===== src/rtl/params_pkg.sv =====
// Shared widths, instruction word type and fetch FSM encoding for the fetch front end.
// Pure type/constant definitions: no latency, no flow control.
package params_pkg;
    localparam int ADDR_WIDTH  = 32;
    localparam int PADDR_WIDTH = 32;
    localparam int MEM_SIZE    = 65536;

    typedef logic [31:0] instruction_t;

    typedef enum logic [1:0] {
        ST_XLAT,
        ST_REQ,
        ST_WAIT,
        ST_KILL
    } fetch_state_t;
endpackage


===== src/rtl/fetch_queue.sv =====
// Circular {pc, instruction} FIFO; a pushed entry is visible at the head one cycle later.
// Push is ignored when full, pop when empty; flush empties it in one cycle and overrides push/pop.
module fetch_queue
    import params_pkg::*;
#(
    parameter int DEPTH = 4,
    parameter int AW    = ADDR_WIDTH
) (
    input  logic                     clk_i,
    input  logic                     rst_i,
    input  logic                     flush_i,
    input  logic                     push_i,
    input  logic [AW-1:0]            push_pc_i,
    input  instruction_t             push_instr_i,
    input  logic                     pop_i,
    output logic [AW-1:0]            head_pc_o,
    output instruction_t             head_instr_o,
    output logic [$clog2(DEPTH):0]   count_o,
    output logic                     empty_o,
    output logic                     full_o
);
    localparam int PW = $clog2(DEPTH);
    localparam int CW = PW + 1;

    logic [AW-1:0] pc_mem_q    [DEPTH];
    logic [AW-1:0] pc_mem_d    [DEPTH];
    instruction_t  instr_mem_q [DEPTH];
    instruction_t  instr_mem_d [DEPTH];
    logic [PW-1:0] wr_ptr_q, wr_ptr_d;
    logic [PW-1:0] rd_ptr_q, rd_ptr_d;
    logic [CW-1:0] count_q, count_d;
    logic          do_push, do_pop;

    assign empty_o      = (count_q == '0);
    assign full_o       = (count_q == CW'(DEPTH));
    assign count_o      = count_q;
    assign do_push      = push_i && !full_o;
    assign do_pop       = pop_i && !empty_o;
    // Empty queue presents zeros so decode never sees a stale entry.
    assign head_pc_o    = empty_o ? '0 : pc_mem_q[rd_ptr_q];
    assign head_instr_o = empty_o ? '0 : instr_mem_q[rd_ptr_q];

    always_comb begin
        pc_mem_d    = pc_mem_q;
        instr_mem_d = instr_mem_q;
        wr_ptr_d    = wr_ptr_q;
        rd_ptr_d    = rd_ptr_q;
        count_d     = count_q;
        if (flush_i) begin
            wr_ptr_d = '0;
            rd_ptr_d = '0;
            count_d  = '0;
        end else begin
            if (do_push) begin
                pc_mem_d[wr_ptr_q]    = push_pc_i;
                instr_mem_d[wr_ptr_q] = push_instr_i;
                wr_ptr_d              = wr_ptr_q + PW'(1);
            end
            if (do_pop) begin
                rd_ptr_d = rd_ptr_q + PW'(1);
            end
            case ({do_push, do_pop})
                2'b10:   count_d = count_q + CW'(1);
                2'b01:   count_d = count_q - CW'(1);
                default: count_d = count_q;
            endcase
        end
    end

    always_ff @(posedge clk_i) begin
        if (rst_i) begin
            wr_ptr_q <= '0;
            rd_ptr_q <= '0;
            count_q  <= '0;
        end else begin
            wr_ptr_q <= wr_ptr_d;
            rd_ptr_q <= rd_ptr_d;
            count_q  <= count_d;
        end
    end

    always_ff @(posedge clk_i) begin
        pc_mem_q    <= pc_mem_d;
        instr_mem_q <= instr_mem_d;
    end
endmodule


===== src/rtl/fetch_queue_stage.sv =====
// Fetch stage: XLAT->REQ->WAIT per instruction (>=3 cycles), one cache request in flight, DEPTH-entry queue to decode.
// Stops translating while queued+inflight fills the queue; redirect flushes and drains a stale response in KILL.
module fetch_queue_stage #(
    parameter int                    ADDR_WIDTH  = params_pkg::ADDR_WIDTH,
    parameter int                    PADDR_WIDTH = params_pkg::PADDR_WIDTH,
    parameter int                    DEPTH       = 4,
    parameter logic [ADDR_WIDTH-1:0] RESET_PC    = ADDR_WIDTH'(4096),
    parameter int                    MEM_SIZE    = params_pkg::MEM_SIZE
) (
    input  logic                     clk_i,
    input  logic                     rst_i,
    input  logic                     redirect_i,
    input  logic [ADDR_WIDTH-1:0]    redirect_pc_i,
    output logic                     xlat_req_o,
    output logic [ADDR_WIDTH-1:0]    xlat_vaddr_o,
    input  logic                     xlat_valid_i,
    input  logic [PADDR_WIDTH-1:0]   xlat_paddr_i,
    output logic                     ic_req_o,
    output logic [PADDR_WIDTH-1:0]   ic_addr_o,
    input  logic                     ic_ready_i,
    input  logic                     ic_rvalid_i,
    input  logic [31:0]              ic_rdata_i,
    output logic                     ic_flush_o,
    output logic                     dec_valid_o,
    input  logic                     dec_ready_i,
    output logic [ADDR_WIDTH-1:0]    dec_pc_o,
    output params_pkg::instruction_t dec_instr_o
);
    import params_pkg::*;

    localparam int                    CW      = $clog2(DEPTH) + 1;
    localparam logic [ADDR_WIDTH-1:0] PC_MASK = ADDR_WIDTH'(MEM_SIZE - 1);

    fetch_state_t            state_q, state_d;
    logic [ADDR_WIDTH-1:0]   fetch_pc_q, fetch_pc_d;
    logic [PADDR_WIDTH-1:0]  paddr_q, paddr_d;
    logic                    inflight_q, inflight_d;
    logic [CW-1:0]           q_count;
    logic                    q_empty, q_full;
    logic [CW:0]             slots_used;
    logic                    has_room, ic_accept, enq, deq;

    // An accepted request already owns a queue slot, so it can never be dropped on return.
    assign slots_used   = {1'b0, q_count} + (CW+1)'(inflight_q);
    assign has_room     = slots_used < (CW+1)'(DEPTH);

    assign xlat_req_o   = (state_q == ST_XLAT) && has_room;
    assign xlat_vaddr_o = fetch_pc_q;
    assign ic_req_o     = (state_q == ST_REQ);
    assign ic_addr_o    = paddr_q;
    assign ic_accept    = ic_req_o && ic_ready_i;
    assign ic_flush_o   = redirect_i && !rst_i;
    assign enq          = (state_q == ST_WAIT) && ic_rvalid_i && !redirect_i && !q_full;
    assign dec_valid_o  = !q_empty;
    assign deq          = dec_valid_o && dec_ready_i;

    always_comb begin
        state_d    = state_q;
        fetch_pc_d = fetch_pc_q;
        paddr_d    = paddr_q;
        inflight_d = inflight_q;
        unique case (state_q)
            ST_XLAT: begin
                if (xlat_req_o && xlat_valid_i) begin
                    paddr_d = xlat_paddr_i;
                    state_d = ST_REQ;
                end
            end
            ST_REQ: begin
                if (ic_accept) begin
                    inflight_d = 1'b1;
                    state_d    = ST_WAIT;
                end
            end
            ST_WAIT: begin
                if (ic_rvalid_i) begin
                    fetch_pc_d = (fetch_pc_q + ADDR_WIDTH'(4)) & PC_MASK;
                    inflight_d = 1'b0;
                    state_d    = ST_XLAT;
                end
            end
            ST_KILL: begin
                if (ic_rvalid_i) begin
                    inflight_d = 1'b0;
                    state_d    = ST_XLAT;
                end
            end
            default: state_d = ST_XLAT;
        endcase
        // Anything accepted by the cache and not answered this cycle must be drained in KILL.
        if (redirect_i) begin
            fetch_pc_d = redirect_pc_i;
            if ((inflight_q && !ic_rvalid_i) || ic_accept) begin
                inflight_d = 1'b1;
                state_d    = ST_KILL;
            end else begin
                inflight_d = 1'b0;
                state_d    = ST_XLAT;
            end
        end
    end

    always_ff @(posedge clk_i) begin
        if (rst_i) begin
            state_q    <= ST_XLAT;
            fetch_pc_q <= RESET_PC;
            paddr_q    <= '0;
            inflight_q <= 1'b0;
        end else begin
            state_q    <= state_d;
            fetch_pc_q <= fetch_pc_d;
            paddr_q    <= paddr_d;
            inflight_q <= inflight_d;
        end
    end

    fetch_queue #(
        .DEPTH (DEPTH),
        .AW    (ADDR_WIDTH)
    ) u_queue (
        .clk_i        (clk_i),
        .rst_i        (rst_i),
        .flush_i      (redirect_i),
        .push_i       (enq),
        .push_pc_i    (fetch_pc_q),
        .push_instr_i (ic_rdata_i),
        .pop_i        (deq),
        .head_pc_o    (dec_pc_o),
        .head_instr_o (dec_instr_o),
        .count_o      (q_count),
        .empty_o      (q_empty),
        .full_o       (q_full)
    );
endmodule


===== config.mk =====
export PLATFORM = sky130hd
export DESIGN_NAME = fetch_queue_stage
export DESIGN_NICKNAME = d
export VERILOG_FILES = /design/src/rtl/params_pkg.sv /design/src/rtl/fetch_queue.sv /design/src/rtl/fetch_queue_stage.sv
export SDC_FILE = /design/constraint.sdc
export NUM_CORES = 1
export LEC_CHECK = 0
export ABC_AREA = 0
export BUFFER_PORTS_ARGS = -buffer_cell sky130_fd_sc_hd__buf_2
export CAP_MARGIN = 10
export CORE_MARGIN = 1.5
export CORE_UTILIZATION = 42
export DETAILED_ROUTE_END_ITERATION = 10
export PLACE_DENSITY_LB_ADDON = 0.08
export SYNTH_ARGS = -nofsm -noshare
export SYNTH_HDL_FRONTEND = slang
export SYNTH_SLANG_ARGS = --single-unit

===== constraint.sdc =====
create_clock -name clk_i -period 4.4 [get_ports clk_i]
set_input_delay 0.22 -clock clk_i [delete_from_list [all_inputs] [get_ports clk_i]]
set_output_delay 0.22 -clock clk_i [all_outputs]
set_load 0.02 [all_outputs]

# [Word-level counts from Yosys, hierarchy flattened]
# Index checks and enable logic that the tools add are counted.
[word_totals] register_bits=330 in_bits=103 out_inout_bits=132 wordCells=95
[op_classes] n_addsub=6 order_cmp=4 eq_ne=9 mux=27 n_bitwise=3 n_reduce_logical=31
[op_table] cell="$mux W32" n=10
[op_table] cell="$bwmux W128" n=2
[op_table] cell="$bmux W32 S2" n=2
[op_table] cell="$demux W32 S2" n=1
[op_table] cell="$add A16 B3 Y16 const B" n=1
[op_table] cell="$logic_and A1 B1 Y1" n=12
[op_table] cell="$mux W2" n=5
[op_table] cell="$eq A2 B2 Y1 const B" n=3
[op_table] cell="$ge A3 B3 Y1 const B" n=2
[op_table] cell="$ne A3 B2 Y1 const B" n=2
[op_table] cell="$not A2 Y3" n=2
[op_table] cell="$pmux W2 S3" n=1
[op_table] cell="$pmux W3 S2" n=1
[op_table] cell="$reduce_and A2 Y1" n=3
[op_table] cell="$reduce_and A3 Y1" n=2
[op_table] cell="$reduce_bool A2 Y1" n=3
[op_table] cell="$logic_not A1 Y1" n=5
[op_table] cell="$add A2 B1 Y2 const B" n=2
[op_table] cell="$add A3 B1 Y4" n=1
[op_table] cell="$eq A2 B1 Y1 const B" n=2
[op_table] cell="$lt A4 B3 Y1 const B" n=1
[op_table] cell="$mux W1" n=4
[op_table] cell="$reduce_or A2 Y1" n=2
[op_table] cell="$add A3 B1 Y3 const B" n=1
[op_table] cell="10 further kinds" n=10

# [Depth between registers and ports, before layout]
[logic_depth] ltp_word=7 ltp_mapped=10 depth_no_buf=9

# [By module]
# Synthesis repeated with hierarchy kept, for this count alone.
[unflattened] cells_unflattened=770 area_unflattened_um2=12924.9
[modules_own_cells] module="fetch_queue" instances=1 cells_each=457 area_per_inst_um2=10104.7 seq_area_each_um2=7827.5
[modules_own_cells] module="fetch_queue_stage" instances=1 cells_each=313 area_per_inst_um2=2820.2 seq_area_each_um2=1341.3

# [Worst setup path before layout]
# Ideal clock, no wire load.
[synth_path] path_kind="register -> register" from="register state_q[1]" to="register u_queue.instr_mem_q[0] (netlist name) (enable)" setup_time_ns=0.429 arrival_time_ns=2.527 required_time_ns=3.971 path_slack_ns=1.445 path_stages_with_launch=5 path_buffers=1 period_less_slack_ns=2.955 path_cell_list="dfxtp_1 buf_4 nand3b_4 a311oi_4 and2_1"
[synth_via] elab_chain_len=6
[synth_lines] item="start, declared" line="fetch_queue_stage.sv:34" rtl="fetch_state_t state_q, state_d;"
[synth_lines] item="start signal, assigned" line="fetch_queue_stage.sv:110" rtl="state_q <= state_d;"
[synth_lines] item="$eq A2 B2 Y1" line="fetch_queue_stage.sv:53" rtl="assign enq = (state_q == ST_WAIT) && ic_rvalid_i && !redirect_i && !q_full;"
[synth_lines] item="$logic_and A1 B1 Y1 (3 in series)" line="fetch_queue_stage.sv:53"
[synth_lines] item="$logic_and A1 B1 Y1" line="fetch_queue.sv:37" rtl="assign do_push = push_i && !full_o;"
[synth_lines] item="$reduce_and A2 Y1 (no source line)"
[synth_lines] item="end signal, assigned" line="fetch_queue.sv:84" rtl="instr_mem_q <= instr_mem_d;"
[synth_lines] item="end, declared" line="fetch_queue.sv:27" rtl="instruction_t instr_mem_q [DEPTH];"
# Every way passes these cells.
# A chain may end at the register's enable or synchronous reset.

# [Worst setup path after layout]
[layout_path] from="register u_queue.rd_ptr_q[0]" to="output dec_pc_o[14]"
[layout_via] elab_chain_len=5
[layout_lines] item="start, declared" line="fetch_queue.sv:30" rtl="logic [PW-1:0] rd_ptr_q, rd_ptr_d;"
[layout_lines] item="start signal, assigned" line="fetch_queue.sv:77" rtl="rd_ptr_q <= rd_ptr_d;"
[layout_lines] item="$not A2 Y3 (implied by the code)" line="fetch_queue.sv:40" rtl="assign head_pc_o = empty_o ? '0 : pc_mem_q[rd_ptr_q];"
[layout_lines] item="$bmux W32 S2" line="fetch_queue.sv:40"
[layout_lines] item="$mux W32 (implied by the code) (2 in series)" line="fetch_queue.sv:40"
[layout_lines] item="$mux W32" line="fetch_queue.sv:40"
[layout_lines] item="end, declared" line="fetch_queue_stage.sv:26" rtl="output logic [ADDR_WIDTH-1:0] dec_pc_o,"
# Every way passes these cells. The select of a mux whose other input is x is not followed.

==> results.tsv <==
metric	value	unit
status	complete, no violations	
CP bufs+invs	2	
Synth Instances	751	
CTS resizes	0	
cell area after layout	16300	sq um
post-synthesis mux area share	0.117	
Max VDD drop	266	uV
register area	9180	sq um
die width	177	um
critical path fanouts, max	36	
Max H-tree Level	2	
final setup TNS	0	ps
Final Skew	6.97	ps
Hold Violations, Final	0	
Worst path top cell family by delay	flip-flops	
pin count of the biggest net entering global routing	67	
Synth Area in Adders	0.00747	
Max Fclk	354	MHz
TritonCTS clock tree	yes	
most common cell after layout, fill and taps aside	edfxtp_1	
maxcap violations	0	
clk sink count	330	
register area share after synthesis	0.720	
Crit path largest cell delay	830	ps
ratio of cells with drive above 1 in the final layout	0.332	
Synth Area in Simple Gates	0.0878	
Yosys reg bits	330	
vias per cell	4.97	
commonest non-fill, non-tap cells in the layout	256 x edfxtp_1, 234 x buf_2, 96 x dlygate4sd3_1	
Seq pwr share	0.528	
CTS buffer count	36	
final worst path period share	0.642	
dpl hpwl	15.3	mm
GP Congestion	0.743	
Fillers	2467	
Multi-input gate area	3330	sq um
crit path cell chain	buf_12 -> mux4_2 -> and2_1 -> buf_2	
Comb power frac	0.052	
Initial Util	0.428	
Final setup viols	0	
Pwr Total	6.54	mW
dpl cell area	14300	sq um
ant diodes	0	
Req. time, crit path	4180	ps
clock-pin slew on the worst setup and hold paths	60	ps
Critical Path AT	2610	ps
Async SR Flop Fraction	0	
gr usage total	0.178	
Crit Path Category	reg2out	
Leak	6.03	nW
iteration count of the initial detailed-routing pass	4	
initial antenna violation count	0	
Worst-Margin Slew	1040	ps
root buffer cell	clkbuf_16	
final core occ	0.549	
number of remaining DRC errors	0	
syn nets	861	
full die area	31400	sq um
P_sw	1.38	mW
port bufs	234	
worst min path class	in2reg	
Die Y	177	um
slowest CP cell	dfxtp_4	
Sw Share	0.212	
Layout area overhead	28.1	%
first-pass GRT wire length	42.4	mm
Synth cell types	49	
crit path launch type	register	
P_int	5.15	mW
Max transition margin	0.310	
initial DRC count	332	
clock latency on the worst-skew pair	510	ps
Top Ports	235	
vias in the first global route	7681	
Synth Flop Type	edfxtp_1	
Compound-Gate Fraction of Synth Area	0.0404	
critical path capture point type	primary output	
Post-synth EDFFs	256	
Yosys warning total	0	
Post-Route WL	27.7	mm
post-route ant nets	0	
power per standard cell area	401	nW/um^2
global route overflow	0	
RSZ-0062 raised after global routing	no	
Clk network pwr share	0.420	
CTS max path bufs	3	
Synth Cell Area	12700	sq um
num rows	63	
routed length per placed instance	18.5	um
nets@finish	1193	
final slew viol count	0	
XOR/XNOR Fraction of Synth Area	0.00826	
main combinational cell family by area after synthesis	multiplexers	
Post-CTS Setup Repair Bufs	0	
DR vias	7462	
Final Critical Period	2830	ps
Mean Syn Cell Area	16.9	sq um
CORE AREA	29700	sq um
[cells by family after synthesis]
logic type	after synthesis
compound gates	75
xor+xnor	12
fa+ha+maj	7
buf+inv	54
flops	330
mux	69
simple gates	204
[sequential cells by signal (all words and copies together), names as in the netlist]
name,flops
ic_addr_o,32
inflight_q,1
state_q,2
u_queue.count_o,3
u_queue.instr_mem_q,128
u_queue.pc_mem_q,128
u_queue.rd_ptr_q,2
u_queue.wr_ptr_q,2
xlat_vaddr_o,32
[worst reg2reg max path, stage by stage, from the launching register on]
cell and delay, ps:
dfxtp_1 520, nand3b_4 250, a311oi_4 450, and2_4 890
[synth_stat cells (all sizes together) (2+ instances only)]
cell type,number,share of area
a2111oi,2,0.0015
a211oi,10,0.0059
a21oi,35,0.014
a22o,16,0.011
a311oi,3,0.0034
and2,70,0.034
and3,2,0.0011
buf,23,0.0093
clkbuf,19,0.0056
dfxtp,74,0.12
edfxtp,256,0.60
ha,6,0.0059
inv,11,0.0032
mux2i,5,0.0039
mux4,64,0.11
nand2,71,0.021
nand3,6,0.0024
nand4,3,0.0027
nor2,23,0.0070
nor2b,3,0.0015
nor3,9,0.0035
nor4,6,0.0058
o21ai,4,0.0016
or3,4,0.0020
xnor2,8,0.0055
xor2,4,0.0028
[layout make-up]
class	instances	area share
well taps	390	0.0299
clock buffers	57	0.0625
clock inverters	8	0.00315
repair buffers	336	0.134
inverters	12	0.00276
flip-flops and latches	330	0.563
multi-input cells	367	0.205
[metal layers]
layer / track usage / vias up / share of wire
met2: 0.309 / 187 / 0.51
met5: 0 / - / 0
li1: - / 3543 / -
met1: 0.226 / 3694 / 0.42
met3: 0.0367 / 38 / 0.048
met4: 0.0463 / 0 / 0.019
[final timing paths]
kind,from,endpoint,slack (ps),depth (start not counted)
max,u_queue.rd_ptr_q[0],dec_pc_o[14],1570,4
min,redirect_pc_i[12],xlat_vaddr_o[12],20,3
max reg2reg,state_q[1],u_queue.pc_mem_q[57],1850,3
min reg2reg,ic_addr_o[19],ic_addr_o[19],450,2
[stage by stage]
stage,hold slack [ps],instances,setup WS (ps)
after global placement,435,1339,1860
after floorplan,319,751,1440
after global routing,29.3,1500,1320
after CTS,5.81,1500,1430
after detailed placement,439,1339,1800
final,24.0,1500,1570
[power groups by stage]
stage               Sequential (mW)  Clock (mW)  Combinational [mW]
floorplan                      3.55           0               0.106
global placement               3.52           0               0.275
detailed placement             3.52           0               0.277
CTS                            3.45        2.82               0.345
global route                   3.46        2.94               0.374
finish                         3.45        2.74               0.343
[timing repair]
item                                    in CTS  in global routing
hold buffers                                96                  0
endpoints found under the hold margin      192                  0
endpoints found under the setup margin       0                  0
(Power assumes the default switching activity.)
